File: src/rtl/axi_ctrl_arb_pkg.sv
// axi_ctrl_arb_pkg
//   Shared types for the AXI control arbiter: backend FSM states and
//   the round-robin grant owner.
package axi_ctrl_arb_pkg;

   typedef enum logic [1:0] {
      IDLE  = 2'd0,
      LM_WR = 2'd1,
      LM_RD = 2'd2,
      SM_TX = 2'd3
   } state_t;

   typedef enum logic {
      GNT_LS = 1'b0,
      GNT_SS = 1'b1
   } grant_t;

endpackage

File: src/rtl/axi_ctrl_arb_if.sv
// axi_ctrl_arb_if
//   Backend handshake bundle of the arbiter.
//   slave  : view of axi_ctrl_arb (takes LS/SS requests, drives LM/SM).
//   master : view of the surrounding environment.
//   bk_ls_* : AXI-Lite slave request side + read return
//   bk_lm_* : AXI-Lite master backend (start pulses, done inputs)
//   bk_ss_* : AXI-Stream slave beats in, ready out
//   bk_sm_* : AXI-Stream master backend (start pulse, nordy/done inputs)
interface axi_ctrl_arb_if #(
   parameter int ADDR_W = 15,
   parameter int DATA_W = 32,
   parameter int USER_W = 2
);
   import axi_ctrl_arb_pkg::*;
   localparam int STRB_W = DATA_W / 8;

   logic              bk_ls_wstart, bk_ls_rstart;
   logic [ADDR_W-1:0] bk_ls_waddr, bk_ls_raddr;
   logic [DATA_W-1:0] bk_ls_wdata;
   logic [STRB_W-1:0] bk_ls_wstrb;
   logic [DATA_W-1:0] bk_ls_rdata;
   logic              bk_ls_rdone;

   logic              bk_lm_wstart, bk_lm_rstart;
   logic [31:0]       bk_lm_waddr, bk_lm_raddr;
   logic [DATA_W-1:0] bk_lm_wdata;
   logic [STRB_W-1:0] bk_lm_wstrb;
   logic              bk_lm_wdone, bk_lm_rdone;
   logic [DATA_W-1:0] bk_lm_rdata;

   logic [DATA_W-1:0] bk_ss_data;
   logic [STRB_W-1:0] bk_ss_tstrb, bk_ss_tkeep;
   logic [USER_W-1:0] bk_ss_user;
   logic              bk_ss_tlast, bk_ss_valid, bk_ss_ready;

   logic              bk_sm_start;
   logic [DATA_W-1:0] bk_sm_data;
   logic [STRB_W-1:0] bk_sm_tstrb, bk_sm_tkeep;
   logic [USER_W-1:0] bk_sm_user;
   logic              bk_sm_tlast, bk_sm_nordy, bk_sm_done;

   modport slave (
      input  bk_ls_wstart, bk_ls_rstart, bk_ls_waddr, bk_ls_raddr,
             bk_ls_wdata, bk_ls_wstrb,
      output bk_ls_rdata, bk_ls_rdone,
      output bk_lm_wstart, bk_lm_rstart, bk_lm_waddr, bk_lm_raddr,
             bk_lm_wdata, bk_lm_wstrb,
      input  bk_lm_wdone, bk_lm_rdone, bk_lm_rdata,
      input  bk_ss_data, bk_ss_tstrb, bk_ss_tkeep, bk_ss_user,
             bk_ss_tlast, bk_ss_valid,
      output bk_ss_ready,
      output bk_sm_start, bk_sm_data, bk_sm_tstrb, bk_sm_tkeep,
             bk_sm_user, bk_sm_tlast,
      input  bk_sm_nordy, bk_sm_done
   );

   modport master (
      output bk_ls_wstart, bk_ls_rstart, bk_ls_waddr, bk_ls_raddr,
             bk_ls_wdata, bk_ls_wstrb,
      input  bk_ls_rdata, bk_ls_rdone,
      input  bk_lm_wstart, bk_lm_rstart, bk_lm_waddr, bk_lm_raddr,
             bk_lm_wdata, bk_lm_wstrb,
      output bk_lm_wdone, bk_lm_rdone, bk_lm_rdata,
      output bk_ss_data, bk_ss_tstrb, bk_ss_tkeep, bk_ss_user,
             bk_ss_tlast, bk_ss_valid,
      input  bk_ss_ready,
      input  bk_sm_start, bk_sm_data, bk_sm_tstrb, bk_sm_tkeep,
             bk_sm_user, bk_sm_tlast,
      output bk_sm_nordy, bk_sm_done
   );
endinterface

File: src/rtl/axi_ctrl_arb_fifo.sv
// ctrl_sync_fifo
//   Single-clock FIFO, power-of-2 DEPTH, async active-high reset.
//   i_clk/i_rst     : clock, async reset
//   i_clear         : synchronous flush
//   i_wr_vld/o_wr_rdy/i_wr_data : write side; o_wr_rdy also high when
//                     full but popping this cycle (slot freed in place)
//   o_rd_vld/i_rd_rdy/o_rd_data : read side (first-word fall-through)
//   o_count         : occupancy
module ctrl_sync_fifo
   import axi_ctrl_arb_pkg::*;
#(
   parameter int WIDTH = 8,
   parameter int DEPTH = 8
) (
   input  logic                           i_clk,
   input  logic                           i_rst,
   input  logic                           i_clear,
   input  logic                           i_wr_vld,
   output logic                           o_wr_rdy,
   input  logic [WIDTH-1:0]               i_wr_data,
   output logic                           o_rd_vld,
   input  logic                           i_rd_rdy,
   output logic [WIDTH-1:0]               o_rd_data,
   output logic [$clog2(DEPTH+1)-1:0]     o_count
);
   localparam int AW = $clog2(DEPTH);
   localparam int CW = $clog2(DEPTH+1);

   logic [WIDTH-1:0] r_mem [DEPTH];
   logic [AW-1:0]    r_wptr, r_rptr;
   logic [CW-1:0]    r_count;
   logic             w_full, w_push, w_pop;

   assign w_full    = (r_count == CW'(DEPTH));
   assign o_rd_vld  = (r_count != '0);
   assign w_pop     = o_rd_vld && i_rd_rdy;
   assign o_wr_rdy  = !w_full || w_pop;
   assign w_push    = i_wr_vld && o_wr_rdy;
   assign o_rd_data = r_mem[r_rptr];
   assign o_count   = r_count;

   always_ff @(posedge i_clk) begin
      if (w_push) r_mem[r_wptr] <= i_wr_data;
   end

   // Pointers wrap naturally since DEPTH is a power of 2.
   always_ff @(posedge i_clk or posedge i_rst) begin
      if (i_rst) begin
         r_wptr  <= '0;
         r_rptr  <= '0;
         r_count <= '0;
      end else if (i_clear) begin
         r_wptr  <= '0;
         r_rptr  <= '0;
         r_count <= '0;
      end else begin
         if (w_push) r_wptr <= r_wptr + AW'(1);
         if (w_pop)  r_rptr <= r_rptr + AW'(1);
         r_count <= r_count + CW'(w_push) - CW'(w_pop);
      end
   end
endmodule

File: src/rtl/axi_ctrl_arb.sv
// axi_ctrl_arb
//   Buffers AXI-Lite slave requests and AXI-Stream slave beats in FIFOs,
//   round-robins them onto the LM / SM backend handshakes and returns LM
//   read data to LS. Optional packet-atomic stream forwarding; sticky
//   overflow interrupt for dropped LS requests.
//   axi_aclk/axi_areset : clock, async active-high reset
//   axi_interrupt       : sticky overflow flag
//   irq_clr             : clears overflow flag (a same-cycle drop wins)
//   ls_level/ss_level   : FIFO occupancy
//   bus                 : backend handshake bundle (slave view)
module axi_ctrl_arb
   import axi_ctrl_arb_pkg::*;
#(
   parameter int          ADDR_W      = 15,
   parameter int          DATA_W      = 32,
   parameter int          USER_W      = 2,
   parameter int          LS_DEPTH    = 8,
   parameter int          SS_DEPTH    = 8,
   parameter bit          SS_PKT_MODE = 1'b1,
   parameter logic [31:0] LM_BASE     = 32'h0
) (
   input  logic                            axi_aclk,
   input  logic                            axi_areset,
   output logic                            axi_interrupt,
   input  logic                            irq_clr,
   output logic [$clog2(LS_DEPTH+1)-1:0]   ls_level,
   output logic [$clog2(SS_DEPTH+1)-1:0]   ss_level,
   axi_ctrl_arb_if.slave                   bus
);
   localparam int STRB_W = DATA_W / 8;
   localparam int LS_W   = 1 + ADDR_W + DATA_W + STRB_W;
   localparam int SS_W   = DATA_W + 2*STRB_W + USER_W + 1;

   // ---------------- LS request FIFO ----------------
   logic              w_ls_req, w_ls_both, w_ls_drop, w_ls_wr_rdy;
   logic              w_ls_vld, w_ls_pop;
   logic [LS_W-1:0]   w_ls_din, w_ls_dout;
   logic              w_ls_is_rd;
   logic [ADDR_W-1:0] w_ls_addr;
   logic [DATA_W-1:0] w_ls_data;
   logic [STRB_W-1:0] w_ls_strb;

   assign w_ls_req  = bus.bk_ls_wstart || bus.bk_ls_rstart;
   assign w_ls_both = bus.bk_ls_wstart && bus.bk_ls_rstart;
   // A write takes priority over a simultaneous read; reads carry no payload.
   assign w_ls_din  = bus.bk_ls_wstart ?
                      {1'b0, bus.bk_ls_waddr, bus.bk_ls_wdata, bus.bk_ls_wstrb} :
                      {1'b1, bus.bk_ls_raddr, {DATA_W{1'b0}}, {STRB_W{1'b0}}};
   assign w_ls_drop = (w_ls_req && !w_ls_wr_rdy) || w_ls_both;
   assign {w_ls_is_rd, w_ls_addr, w_ls_data, w_ls_strb} = w_ls_dout;

   ctrl_sync_fifo #(.WIDTH(LS_W), .DEPTH(LS_DEPTH)) u_ls_fifo (
      .i_clk(axi_aclk), .i_rst(axi_areset), .i_clear(1'b0),
      .i_wr_vld(w_ls_req), .o_wr_rdy(w_ls_wr_rdy), .i_wr_data(w_ls_din),
      .o_rd_vld(w_ls_vld), .i_rd_rdy(w_ls_pop), .o_rd_data(w_ls_dout),
      .o_count(ls_level)
   );

   // ---------------- SS beat FIFO ----------------
   logic              r_ss_en, w_ss_full, w_ss_wr_rdy, w_ss_push;
   logic              w_ss_vld, w_ss_pop;
   logic [SS_W-1:0]   w_ss_din, w_ss_dout;
   logic [DATA_W-1:0] w_ss_data;
   logic [STRB_W-1:0] w_ss_tstrb, w_ss_tkeep;
   logic [USER_W-1:0] w_ss_user;
   logic              w_ss_tlast;

   // Ready comes from registered occupancy only, so there is no path from
   // the SM backend to bk_ss_ready; r_ss_en keeps it low during reset.
   assign w_ss_full       = (ss_level == ($clog2(SS_DEPTH+1))'(SS_DEPTH));
   assign bus.bk_ss_ready = r_ss_en && !w_ss_full;
   assign w_ss_push       = bus.bk_ss_valid && bus.bk_ss_ready && w_ss_wr_rdy;
   assign w_ss_din        = {bus.bk_ss_data, bus.bk_ss_tstrb, bus.bk_ss_tkeep,
                             bus.bk_ss_user, bus.bk_ss_tlast};
   assign {w_ss_data, w_ss_tstrb, w_ss_tkeep, w_ss_user, w_ss_tlast} = w_ss_dout;

   ctrl_sync_fifo #(.WIDTH(SS_W), .DEPTH(SS_DEPTH)) u_ss_fifo (
      .i_clk(axi_aclk), .i_rst(axi_areset), .i_clear(1'b0),
      .i_wr_vld(w_ss_push), .o_wr_rdy(w_ss_wr_rdy), .i_wr_data(w_ss_din),
      .o_rd_vld(w_ss_vld), .i_rd_rdy(w_ss_pop), .o_rd_data(w_ss_dout),
      .o_count(ss_level)
   );

   // ---------------- arbitration FSM ----------------
   state_t            r_state;
   grant_t            r_last;
   logic              r_ss_lock, r_ovf;
   logic              r_lm_wstart, r_lm_rstart, r_sm_start, r_ls_rdone;
   logic [31:0]       r_lm_waddr, r_lm_raddr;
   logic [DATA_W-1:0] r_lm_wdata, r_sm_data, r_ls_rdata;
   logic [STRB_W-1:0] r_lm_wstrb, r_sm_tstrb, r_sm_tkeep;
   logic [USER_W-1:0] r_sm_user;
   logic              r_sm_tlast;
   logic              w_ls_cand, w_ss_cand, w_gnt_ls, w_gnt_ss;
   logic [31:0]       w_lm_addr;

   // While a packet is in flight (ss_lock) LS may not cut in.
   assign w_ls_cand = w_ls_vld && !r_ss_lock;
   assign w_ss_cand = w_ss_vld && !bus.bk_sm_nordy;
   assign w_gnt_ls  = (r_state == IDLE) && w_ls_cand &&
                      (!w_ss_cand || r_last == GNT_SS);
   assign w_gnt_ss  = (r_state == IDLE) && w_ss_cand && !w_gnt_ls;
   assign w_lm_addr = LM_BASE | 32'(w_ls_addr);

   // A done coinciding with its own start pulse belongs to nothing.
   assign w_ls_pop = ((r_state == LM_WR) && bus.bk_lm_wdone && !r_lm_wstart) ||
                     ((r_state == LM_RD) && bus.bk_lm_rdone && !r_lm_rstart);
   assign w_ss_pop = (r_state == SM_TX) && bus.bk_sm_done && !r_sm_start;

   always_ff @(posedge axi_aclk or posedge axi_areset) begin
      if (axi_areset) begin
         r_state     <= IDLE;
         r_last      <= GNT_SS;
         r_ss_lock   <= 1'b0;
         r_lm_wstart <= 1'b0;
         r_lm_rstart <= 1'b0;
         r_sm_start  <= 1'b0;
         r_ls_rdone  <= 1'b0;
         r_lm_waddr  <= '0;
         r_lm_raddr  <= '0;
         r_lm_wdata  <= '0;
         r_lm_wstrb  <= '0;
         r_ls_rdata  <= '0;
         r_sm_data   <= '0;
         r_sm_tstrb  <= '0;
         r_sm_tkeep  <= '0;
         r_sm_user   <= '0;
         r_sm_tlast  <= 1'b0;
      end else begin
         r_lm_wstart <= 1'b0;
         r_lm_rstart <= 1'b0;
         r_sm_start  <= 1'b0;
         r_ls_rdone  <= 1'b0;
         case (r_state)
            IDLE: begin
               if (w_gnt_ls) begin
                  r_last <= GNT_LS;
                  if (w_ls_is_rd) begin
                     r_state     <= LM_RD;
                     r_lm_rstart <= 1'b1;
                     r_lm_raddr  <= w_lm_addr;
                  end else begin
                     r_state     <= LM_WR;
                     r_lm_wstart <= 1'b1;
                     r_lm_waddr  <= w_lm_addr;
                     r_lm_wdata  <= w_ls_data;
                     r_lm_wstrb  <= w_ls_strb;
                  end
               end else if (w_gnt_ss) begin
                  r_last     <= GNT_SS;
                  r_state    <= SM_TX;
                  r_sm_start <= 1'b1;
                  r_sm_data  <= w_ss_data;
                  r_sm_tstrb <= w_ss_tstrb;
                  r_sm_tkeep <= w_ss_tkeep;
                  r_sm_user  <= w_ss_user;
                  r_sm_tlast <= w_ss_tlast;
               end
            end
            LM_WR: if (w_ls_pop) r_state <= IDLE;
            LM_RD: if (w_ls_pop) begin
               r_ls_rdata <= bus.bk_lm_rdata;
               r_ls_rdone <= 1'b1;
               r_state    <= IDLE;
            end
            SM_TX: if (w_ss_pop) begin
               if (SS_PKT_MODE) r_ss_lock <= !r_sm_tlast;
               r_state <= IDLE;
            end
            default: r_state <= IDLE;
         endcase
      end
   end

   // Sticky overflow; a drop in the same cycle as irq_clr keeps it set.
   always_ff @(posedge axi_aclk or posedge axi_areset) begin
      if (axi_areset) begin
         r_ovf   <= 1'b0;
         r_ss_en <= 1'b0;
      end else begin
         r_ss_en <= 1'b1;
         if (w_ls_drop)    r_ovf <= 1'b1;
         else if (irq_clr) r_ovf <= 1'b0;
      end
   end

   assign axi_interrupt    = r_ovf;
   assign bus.bk_ls_rdata  = r_ls_rdata;
   assign bus.bk_ls_rdone  = r_ls_rdone;
   assign bus.bk_lm_wstart = r_lm_wstart;
   assign bus.bk_lm_rstart = r_lm_rstart;
   assign bus.bk_lm_waddr  = r_lm_waddr;
   assign bus.bk_lm_raddr  = r_lm_raddr;
   assign bus.bk_lm_wdata  = r_lm_wdata;
   assign bus.bk_lm_wstrb  = r_lm_wstrb;
   assign bus.bk_sm_start  = r_sm_start;
   assign bus.bk_sm_data   = r_sm_data;
   assign bus.bk_sm_tstrb  = r_sm_tstrb;
   assign bus.bk_sm_tkeep  = r_sm_tkeep;
   assign bus.bk_sm_user   = r_sm_user;
   assign bus.bk_sm_tlast  = r_sm_tlast;
endmodule

File: src/flat_wrapper.sv
// flat-port wrapper written by rule: the top's interface ports become plain ports
module axi_ctrl_arb_flat import axi_ctrl_arb_pkg::*;
#(
   parameter int          ADDR_W      = 15,
   parameter int          DATA_W      = 32,
   parameter int          USER_W      = 2,
   parameter int          LS_DEPTH    = 8,
   parameter int          SS_DEPTH    = 8,
   parameter bit          SS_PKT_MODE = 1'b1,
   parameter logic [31:0] LM_BASE     = 32'h0
)
  (axi_aclk, axi_areset, axi_interrupt, irq_clr, ls_level, ss_level, bus_bk_ls_wstart, bus_bk_ls_rstart, bus_bk_ls_waddr, bus_bk_ls_raddr, bus_bk_ls_wdata, bus_bk_ls_wstrb, bus_bk_ls_rdata, bus_bk_ls_rdone, bus_bk_lm_wstart, bus_bk_lm_rstart, bus_bk_lm_waddr, bus_bk_lm_raddr, bus_bk_lm_wdata, bus_bk_lm_wstrb, bus_bk_lm_wdone, bus_bk_lm_rdone, bus_bk_lm_rdata, bus_bk_ss_data, bus_bk_ss_tstrb, bus_bk_ss_tkeep, bus_bk_ss_user, bus_bk_ss_tlast, bus_bk_ss_valid, bus_bk_ss_ready, bus_bk_sm_start, bus_bk_sm_data, bus_bk_sm_tstrb, bus_bk_sm_tkeep, bus_bk_sm_user, bus_bk_sm_tlast, bus_bk_sm_nordy, bus_bk_sm_done);
  axi_ctrl_arb_if #(.ADDR_W(ADDR_W), .DATA_W(DATA_W), .USER_W(USER_W)) bus_i ();
  input  logic axi_aclk;
  input  logic axi_areset;
  output logic axi_interrupt;
  input  logic irq_clr;
  output logic [$clog2(LS_DEPTH+1)-1:0] ls_level;
  output logic [$clog2(SS_DEPTH+1)-1:0] ss_level;
  input wire logic [$bits(bus_i.bk_ls_wstart)-1:0] bus_bk_ls_wstart;
  input wire logic [$bits(bus_i.bk_ls_rstart)-1:0] bus_bk_ls_rstart;
  input wire logic [$bits(bus_i.bk_ls_waddr)-1:0] bus_bk_ls_waddr;
  input wire logic [$bits(bus_i.bk_ls_raddr)-1:0] bus_bk_ls_raddr;
  input wire logic [$bits(bus_i.bk_ls_wdata)-1:0] bus_bk_ls_wdata;
  input wire logic [$bits(bus_i.bk_ls_wstrb)-1:0] bus_bk_ls_wstrb;
  output wire logic [$bits(bus_i.bk_ls_rdata)-1:0] bus_bk_ls_rdata;
  output wire logic [$bits(bus_i.bk_ls_rdone)-1:0] bus_bk_ls_rdone;
  output wire logic [$bits(bus_i.bk_lm_wstart)-1:0] bus_bk_lm_wstart;
  output wire logic [$bits(bus_i.bk_lm_rstart)-1:0] bus_bk_lm_rstart;
  output wire logic [$bits(bus_i.bk_lm_waddr)-1:0] bus_bk_lm_waddr;
  output wire logic [$bits(bus_i.bk_lm_raddr)-1:0] bus_bk_lm_raddr;
  output wire logic [$bits(bus_i.bk_lm_wdata)-1:0] bus_bk_lm_wdata;
  output wire logic [$bits(bus_i.bk_lm_wstrb)-1:0] bus_bk_lm_wstrb;
  input wire logic [$bits(bus_i.bk_lm_wdone)-1:0] bus_bk_lm_wdone;
  input wire logic [$bits(bus_i.bk_lm_rdone)-1:0] bus_bk_lm_rdone;
  input wire logic [$bits(bus_i.bk_lm_rdata)-1:0] bus_bk_lm_rdata;
  input wire logic [$bits(bus_i.bk_ss_data)-1:0] bus_bk_ss_data;
  input wire logic [$bits(bus_i.bk_ss_tstrb)-1:0] bus_bk_ss_tstrb;
  input wire logic [$bits(bus_i.bk_ss_tkeep)-1:0] bus_bk_ss_tkeep;
  input wire logic [$bits(bus_i.bk_ss_user)-1:0] bus_bk_ss_user;
  input wire logic [$bits(bus_i.bk_ss_tlast)-1:0] bus_bk_ss_tlast;
  input wire logic [$bits(bus_i.bk_ss_valid)-1:0] bus_bk_ss_valid;
  output wire logic [$bits(bus_i.bk_ss_ready)-1:0] bus_bk_ss_ready;
  output wire logic [$bits(bus_i.bk_sm_start)-1:0] bus_bk_sm_start;
  output wire logic [$bits(bus_i.bk_sm_data)-1:0] bus_bk_sm_data;
  output wire logic [$bits(bus_i.bk_sm_tstrb)-1:0] bus_bk_sm_tstrb;
  output wire logic [$bits(bus_i.bk_sm_tkeep)-1:0] bus_bk_sm_tkeep;
  output wire logic [$bits(bus_i.bk_sm_user)-1:0] bus_bk_sm_user;
  output wire logic [$bits(bus_i.bk_sm_tlast)-1:0] bus_bk_sm_tlast;
  input wire logic [$bits(bus_i.bk_sm_nordy)-1:0] bus_bk_sm_nordy;
  input wire logic [$bits(bus_i.bk_sm_done)-1:0] bus_bk_sm_done;
  assign bus_i.bk_ls_wstart = bus_bk_ls_wstart;
  assign bus_i.bk_ls_rstart = bus_bk_ls_rstart;
  assign bus_i.bk_ls_waddr = bus_bk_ls_waddr;
  assign bus_i.bk_ls_raddr = bus_bk_ls_raddr;
  assign bus_i.bk_ls_wdata = bus_bk_ls_wdata;
  assign bus_i.bk_ls_wstrb = bus_bk_ls_wstrb;
  assign bus_bk_ls_rdata = bus_i.bk_ls_rdata;
  assign bus_bk_ls_rdone = bus_i.bk_ls_rdone;
  assign bus_bk_lm_wstart = bus_i.bk_lm_wstart;
  assign bus_bk_lm_rstart = bus_i.bk_lm_rstart;
  assign bus_bk_lm_waddr = bus_i.bk_lm_waddr;
  assign bus_bk_lm_raddr = bus_i.bk_lm_raddr;
  assign bus_bk_lm_wdata = bus_i.bk_lm_wdata;
  assign bus_bk_lm_wstrb = bus_i.bk_lm_wstrb;
  assign bus_i.bk_lm_wdone = bus_bk_lm_wdone;
  assign bus_i.bk_lm_rdone = bus_bk_lm_rdone;
  assign bus_i.bk_lm_rdata = bus_bk_lm_rdata;
  assign bus_i.bk_ss_data = bus_bk_ss_data;
  assign bus_i.bk_ss_tstrb = bus_bk_ss_tstrb;
  assign bus_i.bk_ss_tkeep = bus_bk_ss_tkeep;
  assign bus_i.bk_ss_user = bus_bk_ss_user;
  assign bus_i.bk_ss_tlast = bus_bk_ss_tlast;
  assign bus_i.bk_ss_valid = bus_bk_ss_valid;
  assign bus_bk_ss_ready = bus_i.bk_ss_ready;
  assign bus_bk_sm_start = bus_i.bk_sm_start;
  assign bus_bk_sm_data = bus_i.bk_sm_data;
  assign bus_bk_sm_tstrb = bus_i.bk_sm_tstrb;
  assign bus_bk_sm_tkeep = bus_i.bk_sm_tkeep;
  assign bus_bk_sm_user = bus_i.bk_sm_user;
  assign bus_bk_sm_tlast = bus_i.bk_sm_tlast;
  assign bus_i.bk_sm_nordy = bus_bk_sm_nordy;
  assign bus_i.bk_sm_done = bus_bk_sm_done;
  axi_ctrl_arb #(.ADDR_W(ADDR_W), .DATA_W(DATA_W), .USER_W(USER_W), .LS_DEPTH(LS_DEPTH), .SS_DEPTH(SS_DEPTH), .SS_PKT_MODE(SS_PKT_MODE), .LM_BASE(LM_BASE)) u_core (.axi_aclk(axi_aclk), .axi_areset(axi_areset), .axi_interrupt(axi_interrupt), .irq_clr(irq_clr), .ls_level(ls_level), .ss_level(ss_level), .bus(bus_i));
endmodule
File: config.mk
export PLATFORM = sky130hd
export DESIGN_NAME = axi_ctrl_arb_flat
export DESIGN_NICKNAME = d
export VERILOG_FILES = /design/src/rtl/axi_ctrl_arb_pkg.sv /design/src/rtl/axi_ctrl_arb_if.sv /design/src/rtl/axi_ctrl_arb_fifo.sv /design/src/rtl/axi_ctrl_arb.sv /design/src/flat_wrapper.sv
export SDC_FILE = /design/constraint.sdc
export NUM_CORES = 1
export LEC_CHECK = 0
export CAP_MARGIN = 20
export CORE_UTILIZATION = 30
export DETAILED_ROUTE_END_ITERATION = 16
export SYNTH_ARGS = -nofsm -noshare
export SYNTH_HDL_FRONTEND = slang
export SYNTH_SLANG_ARGS = --single-unit
File: constraint.sdc
create_clock -name axi_aclk -period 15.6 [get_ports axi_aclk]
set_clock_uncertainty 0.05 [all_clocks]
set_input_delay 3.12 -clock axi_aclk [delete_from_list [all_inputs] [get_ports axi_aclk]]
set_output_delay 3.12 -clock axi_aclk [all_outputs]
set_load 0.01 [all_outputs]
==> impl_metrics.py <==
metrics = {
    "outcome": {
        "status": "complete, no violations",
    },
    "floorplan": {
        "pin_count": 340,
        "die_h_um": 350,
        "die-area_sq_mm": 0.122,
        "fp.coreArea_sq_mm": 0.120,
        "die_x_um": 350,
        "floorplan.initialDensity": 0.302,
        "rows": 127,
    },
    "synthesis": {
        "syn_area_sq_mm": 0.0363,
        "synth_area_per_cell_sq_um": 22.0,
        "synth_top_family_by_area": "multiplexers",
        "ys_async_sr_fraction": 0.184,
        "yosysSeqAreaShare": 0.747,
        "synth_adder_area_share": 0.00800,
        "synthCells": 1652,
        "yosysWarnings": 0,
        "synth_edf_count": 760,
        "synth_flop_cell": "edfxtp_1",
        "ys_ff_latch": 931,
        "synth_compound_area_frac": 0.00428,
        "synth.mux.area_fraction": 0.202,
        "synth-xor-area-share": 0.00290,
        "synth-simple-area-share": 0.0126,
        "yosysUniqueCellTypes": 46,
    },
    "finish": {
        "drive_gt1_frac": 0.313,
        "num-fill-cells": 10854,
        "fin_nets": 2194,
        "final_common_cell": "edfxtp_1",
        "final_cell_mix": "760 x edfxtp_1, 304 x clkdlybuf4s50_1, 206 x mux2_2",
        "finish.utilization": 0.372,
        "area_growth_pct": 23.0,
    },
    "critical_path": {
        "path_cells": "clkdlybuf4s50_1 > nand3b_1 > a21oi_1 > o22ai_1 > buf_4 > nor3_2 > buf_4",
        "slowest_stage": "nor3_2",
        "cpMostUsedCell": "buf_4",
        "critical_path_class": "in -> reg",
        "critPathLaunchType": "primary input",
        "worst_path_largest_cell_delay_ns": 0.77,
        "end_kind": "flip-flop",
        "critPathMaxFanout": 43,
        "worst-endpoint-required_ns": 15.82,
        "worstPathArrival_ns": 6.02,
    },
    "power_and_ir_drop": {
        "p_total_mw": 8.61,
        "ir_drop_v": 0.000108,
        "power_density_mw_per_mm2": 193,
        "power_leakage_nw": 15.1,
    },
    "sta": {
        "setup_tns_ns": 0,
        "tightest_slew_ns": 0.978,
        "finalMaxSlewViolations": 0,
        "hold_violations": 0,
        "maxSlewHeadroom": 0.348,
        "finalCritPeriodShare": 0.372,
        "rsz0062_at_grt": "false",
        "period_minus_slack_ns": 5.80,
        "max_freq_ghz": 0.172,
        "setup_viol": 0,
    },
    "clock_tree": {
        "hold_buffers": 0,
        "cts_tree": "yes",
        "cts_buffers": 99,
        "clock_sinks": 931,
        "clk_pin_slew_ns": 0.06,
        "cts_setup_buffers": 0,
        "cts_root_buf": "clkbuf_16",
        "clk_latency_ns": 0.68,
        "htreeDepth": 3,
        "max-clock-path-buffers": 3,
        "cts-resized-gates": 0,
    },
    "place": {
        "gp_congestion": 0.714,
        "port_buffers": 305,
        "dp_hpwl_mm": 47.1,
    },
    "global_route": {
        "grt.met1_usage": 0.161,
        "grt_first_pass_wirelength_mm": 119,
        "grtUsageMet2": 0.220,
        "busiest_layer": "met2",
        "grt_use_total": 0.132,
        "overflow": 0,
        "grt_max_degree": 62,
        "antenna_found_initial": 11,
        "grtUsageMet3": 0.0445,
        "grt_pass1_vias": 18698,
    },
    "routing": {
        "drt_iter0_drc": 1079,
        "vias_per_cell": 4.57,
        "ant_nets": 0,
        "dr.pass1.iters": 5,
        "wl_per_cell_um": 21.8,
        "drt_wl_total_mm": 81.1,
        "drc": 0,
        "vias": 16990,
    },
    "hold_path": {
        "hp-class": "reg -> reg",
    },
    "run": {
        "drv_cap": 0,
    },
}
==> cell usage after synthesis (all sizes together), types with 3 or more instances <==
| cell type | n | share of area |
|---|---|---|
| ha | 20 | 0.0069 |
| nor3b | 3 | 0.00076 |
| xnor2 | 7 | 0.0017 |
| nand2 | 11 | 0.0011 |
| nor4 | 4 | 0.00069 |
| mux2 | 254 | 0.084 |
| clkbuf | 32 | 0.0033 |
| xor2 | 5 | 0.0012 |
| nand3b | 3 | 0.00062 |
| mux4 | 190 | 0.12 |
| inv | 27 | 0.0028 |
| dfrtp | 170 | 0.12 |
| a21o | 3 | 0.00062 |
| and2 | 36 | 0.0062 |
| edfxtp | 760 | 0.63 |
| nor3 | 6 | 0.00083 |
| buf | 80 | 0.016 |
| nand2b | 4 | 0.00069 |
| a21oi | 4 | 0.00055 |
| nor2 | 8 | 0.00083 |
==> report_power, final <==
part	internal, mW	switching [mW]	total [mW]
sequential	3.27	0.307	3.58
clock	1.42	0.969	2.39
combinational	1.46	1.19	2.64
total	6.15	2.46	8.61
==> final timing paths <==
path | from | endpoint | slack, ns | cells past startpoint
worst min register to register | u_core.r_last$_DFFE_PP1P_ | u_core.r_last$_DFFE_PP1P_ | 0.46 | 1
max in group asynchronous | axi_areset | u_core.u_ss_fifo.r_rptr[0]$_DFFE_PP0P_ | 11.35 | 3
worst max-delay path | bus_bk_lm_rdone | u_core.u_ls_fifo.r_mem[6][45]$_DFFE_PP_ | 9.80 | 7
min in group asynchronous | axi_areset | u_core.bus.bk_sm_tkeep[3]$_DFFE_PP0P_ | 2.83 | 2
worst max register to register | u_core.r_state[0]$_DFFE_PP0P_ | u_core.u_ls_fifo.r_mem[6][45]$_DFFE_PP_ | 12.02 | 8
worst min-delay path | u_core.r_last$_DFFE_PP1P_ | u_core.r_last$_DFFE_PP1P_ | 0.46 | 1
==> metal layers <==
| layer | vias up | wire (um) | part of all wire |
|---|---|---|---|
| li1 | 7345 | - | - |
| met1 | 9006 | 33000 | 0.41 |
| met2 | 495 | 39900 | 0.49 |
| met3 | 128 | 6540 | 0.081 |
| met4 | 16 | 1620 | 0.020 |
| met5 | - | 121 | 0.0015 |
==> area by class of cell <==
class | instances | area (sq um) | share of cell area
Sequential cell | 931 | 27100 | 0.608
Multi-Input combinational cell | 615 | 8600 | 0.193
Timing Repair Buffer | 347 | 3400 | 0.0761
Clock buffer | 147 | 2880 | 0.0646
Tap cell | 1612 | 2020 | 0.0452
Clock inverter | 40 | 480 | 0.0108
Inverter | 27 | 109 | 0.00244
Antenna cell | 2 | 5.00 | 0.000112
==> flip-flops by register name (all words and copies together) (netlist names), 4 cells and up <==
name / count
u_core.bus.bk_lm_raddr: 15
u_core.bus.bk_lm_waddr: 15
u_core.bus.bk_lm_wdata: 32
u_core.bus.bk_lm_wstrb: 4
u_core.bus.bk_ls_rdata: 32
u_core.bus.bk_sm_data: 32
u_core.bus.bk_sm_tkeep: 4
u_core.bus.bk_sm_tstrb: 4
u_core.u_ls_fifo.o_count: 4
u_core.u_ls_fifo.r_mem: 416
u_core.u_ss_fifo.o_count: 4
u_core.u_ss_fifo.r_mem: 344
==> metrics by stage <==
stage	hold slack, ns	instance area, sq um	worst slack (ns)	cells
after floorplan	0.422	36400	5.72	1685
after global placement	0.441	41200	9.01	3528
after detailed placement	0.445	41200	8.97	3528
after CTS	0.459	44500	9.67	3715
after global routing	0.473	44600	9.62	3720
final	0.457	44600	9.80	3721
==> logic make-up after synthesis <==
logic type      after synthesis
xor+xnor                     12
simple gates                 79
mux                         446
flops                       931
compound gates               21
other cells                   2
fa+ha+maj                    22
buf+inv                     139
==> critical path, delay by kind of cell <==
kind	cells	cell delay [ns]
buffers and inverters	3	1.41
and+or+nand+nor	2	0.93
AOI/OAI and AO/OA	2	0.50
(Power assumes the default switching activity.)
==> edit: new RTL, same settings <==
`USER_W` is set to 2 in 3 places; all go to 4.
--- a/src/rtl/axi_ctrl_arb_if.sv
+++ b/src/rtl/axi_ctrl_arb_if.sv
@@ -9,7 +9,7 @@
 interface axi_ctrl_arb_if #(
    parameter int ADDR_W = 15,
    parameter int DATA_W = 32,
-   parameter int USER_W = 2
+   parameter int USER_W = 4
 );
    import axi_ctrl_arb_pkg::*;
    localparam int STRB_W = DATA_W / 8;
--- a/src/rtl/axi_ctrl_arb.sv
+++ b/src/rtl/axi_ctrl_arb.sv
@@ -13,7 +13,7 @@
 #(
    parameter int          ADDR_W      = 15,
    parameter int          DATA_W      = 32,
-   parameter int          USER_W      = 2,
+   parameter int          USER_W      = 4,
    parameter int          LS_DEPTH    = 8,
    parameter int          SS_DEPTH    = 8,
    parameter bit          SS_PKT_MODE = 1'b1,
--- a/src/flat_wrapper.sv
+++ b/src/flat_wrapper.sv
@@ -3,7 +3,7 @@
 #(
    parameter int          ADDR_W      = 15,
    parameter int          DATA_W      = 32,
-   parameter int          USER_W      = 2,
+   parameter int          USER_W      = 4,
    parameter int          LS_DEPTH    = 8,
    parameter int          SS_DEPTH    = 8,
    parameter bit          SS_PKT_MODE = 1'b1,
Interface: changed (resized bus_bk_sm_user and bus_bk_ss_user); port bits go from 340 to 344. No check against the original RTL was run, so the function may have changed too.
==> edit against the original RTL <==
Area after synthesis rose by 1.8%. Total power rose by 1.0%. Critical path depth did not move. Cell area rose by 1.5%. Sequential power rose by 3%. Combinational power barely moved. Hold slack got worse by 3.6 ps. Wire length rose by 0.63%. Via count rose by 1.3%. Setup slack improved by 230 ps. Sequential cell count rose by 18.
==> edit: results (changes against the original RTL) <==
- Worst Path Arrival: 5800 ps (-220 ps)
- Cell area after placement: 41900 um^2 (+1.8%)
- P_int: 0.00621 W (+0.98%)
- Area contributors post-synth: edfxtp_1 63%, mux4_2 12%, dfrtp_1 12%
- Proportion of layout cells with a drive suffix above 1: 31.4% (+0.13 points)
- Reg clk slew, reported paths: 60 ps (about the same)
- Avg WL per Cell: 21.7 um (-0.34%)
- Crit-path leading delay family: buffers and inverters
- Layout Nets: 2220 (+1.2%)
- Vias in the first global route: 18900 (+1.3%)
- Setup bufs post-CTS: 0 (unchanged)
- Most frequent cells after synthesis: 776 x edfxtp_1, 210 x mux2_2, 194 x mux4_2, 172 x dfrtp_1, 48 x mux2_4
- # H-tree levels: 3 (unchanged)
- Final estimated routing congestion in global placement: 0.715 (+0.20%)
- Worst reg-to-reg path cell count: 5 (-3)
- Filler instances: 11000 (+1.6%)
- HP Class: reg2reg
- Drt first pass iters: 5 (unchanged)
- Port bufs: 309 (+1.3%)
- TritonCTS buffer count: 97 (-2.0%)
- Slowest cell on the critical path: buf_4
- Ys Warns: 0 (unchanged)
- Number of enable flip-flop cells after synthesis: 776 (+2.1%)
- Total Routing Usage GR: 13.1% (-0.082 points)
- Initial antenna violation count: 12 (+1)
- Clock Latency Late Sink: approximately 670 ps
- Post-synthesis sequential area ratio: 74.8% (+0.13 points)
- Hold path depth: 1 (unchanged)
- Root Buffer Master: clkbuf_16
- Leakage power: 15.2 nW (+1.2%)
- Outcome: complete, no violations
- First DRT Iteration DRCs: 1218 (+13%)
- Pin count of the biggest net entering global routing: 71 (+15%)
- CP max FO: 52 (+21%)
- Pre-CTS worst setup slack: 9310 ps (+340 ps)
- First-pass GRT wire length: 122 mm (+2.5%)
- Library cells used by synthesis: 46 (unchanged)
- Post-DP HPWL: 49.0 mm (+4.1%)
- Slew HR: 21.2% (-14 points)
- Asr flop ratio synth: 18.2% (-0.14 points)
- CP peak stage delay: 730 ps (-40 ps)
- Biggest registers after layout: u_core.u_ls_fifo.r_mem (416), u_core.u_ss_fifo.r_mem (360)
- Max VDD drop: 0.104 mV (-3.6%)
- CTS resizes: 0 (unchanged)
- Vias: 17200 (+1.3%)
- CTS Buffer Depth: 3 (unchanged)
-- edit: layout make-up --
cell class | count | area, um^2 | share of cell area (%)
inverters | 27 | 109 | 0.240
multi-input cells | 623 | 8740 | 19.3
diodes | 2 | 5.00 | 0.0111
repair buffers | 347 | 3430 | 7.58
clock buffers | 129 | 2670 | 5.90
well taps | 1625 | 2030 | 4.49
flip-flops and latches | 949 | 27700 | 61.1
clock inverters | 55 | 636 | 1.40
-- edit: logic make-up after synthesis --
family,synth area share (%)
buffers and inverters,2.17
multiplexers,20.3
other,0.0203
XOR/XNOR,0.285
AO/OA/AOI/OAI,0.420
flip-flops,74.8
AND/OR/NAND/NOR,1.23
adder cells (fa/ha/maj),0.786
-- edit: power by group through the flow --
stage	clock, W	combinational, W	sequential (W)
2_1_floorplan	0	0.00172	0.00366
3_3_place_gp	0	0.00257	0.00377
3_5_place_dp	0	0.00266	0.00378
4_1_cts	0.00243	0.00267	0.00373
5_1_grt	0.00252	0.00284	0.00375
6_report	0.00237	0.00264	0.00369
-- edit: worst paths after layout --
check,from,endpoint,slack [ps]
worst max-delay path,bus_bk_lm_rdone,u_core.u_ls_fifo.r_mem[2][8]$_DFFE_PP_,10030
worst min-delay path,u_core.bus.bk_ls_rdata[9]$_DFFE_PP0P_,u_core.bus.bk_ls_rdata[9]$_DFFE_PP0P_,450
worst max register to register,u_core.u_ls_fifo.r_rptr[1]$_DFFE_PP0N_,u_core.bus.bk_lm_wdata[16]$_DFFE_PP0P_,11610
worst min register to register,u_core.bus.bk_ls_rdata[9]$_DFFE_PP0P_,u_core.bus.bk_ls_rdata[9]$_DFFE_PP0P_,450
max in group asynchronous,axi_areset,u_core.bus.bk_lm_wdata[10]$_DFFE_PP0P_,11300
min in group asynchronous,axi_areset,u_core.bus.bk_sm_data[7]$_DFFE_PP0P_,2890
-- edit: per-layer routing --
metal | GRT usage, % | up-vias | share of wire (%)
li1 | - | 7451 | -
met1 | 16.0 | 9134 | 40
met2 | 22.4 | 456 | 51
met3 | 3.78 | 142 | 6.6
met4 | 3.67 | 20 | 2.2
met5 | 0 | - | 0.15
-- edit: metrics by stage --
stage | std cells | total power, W
CTS | 3754 | 0.00883
detailed placement | 3570 | 0.00644
floorplan | 1711 | 0.00538
global placement | 3567 | 0.00635
finish | 3757 | 0.00870
global route | 3755 | 0.00911
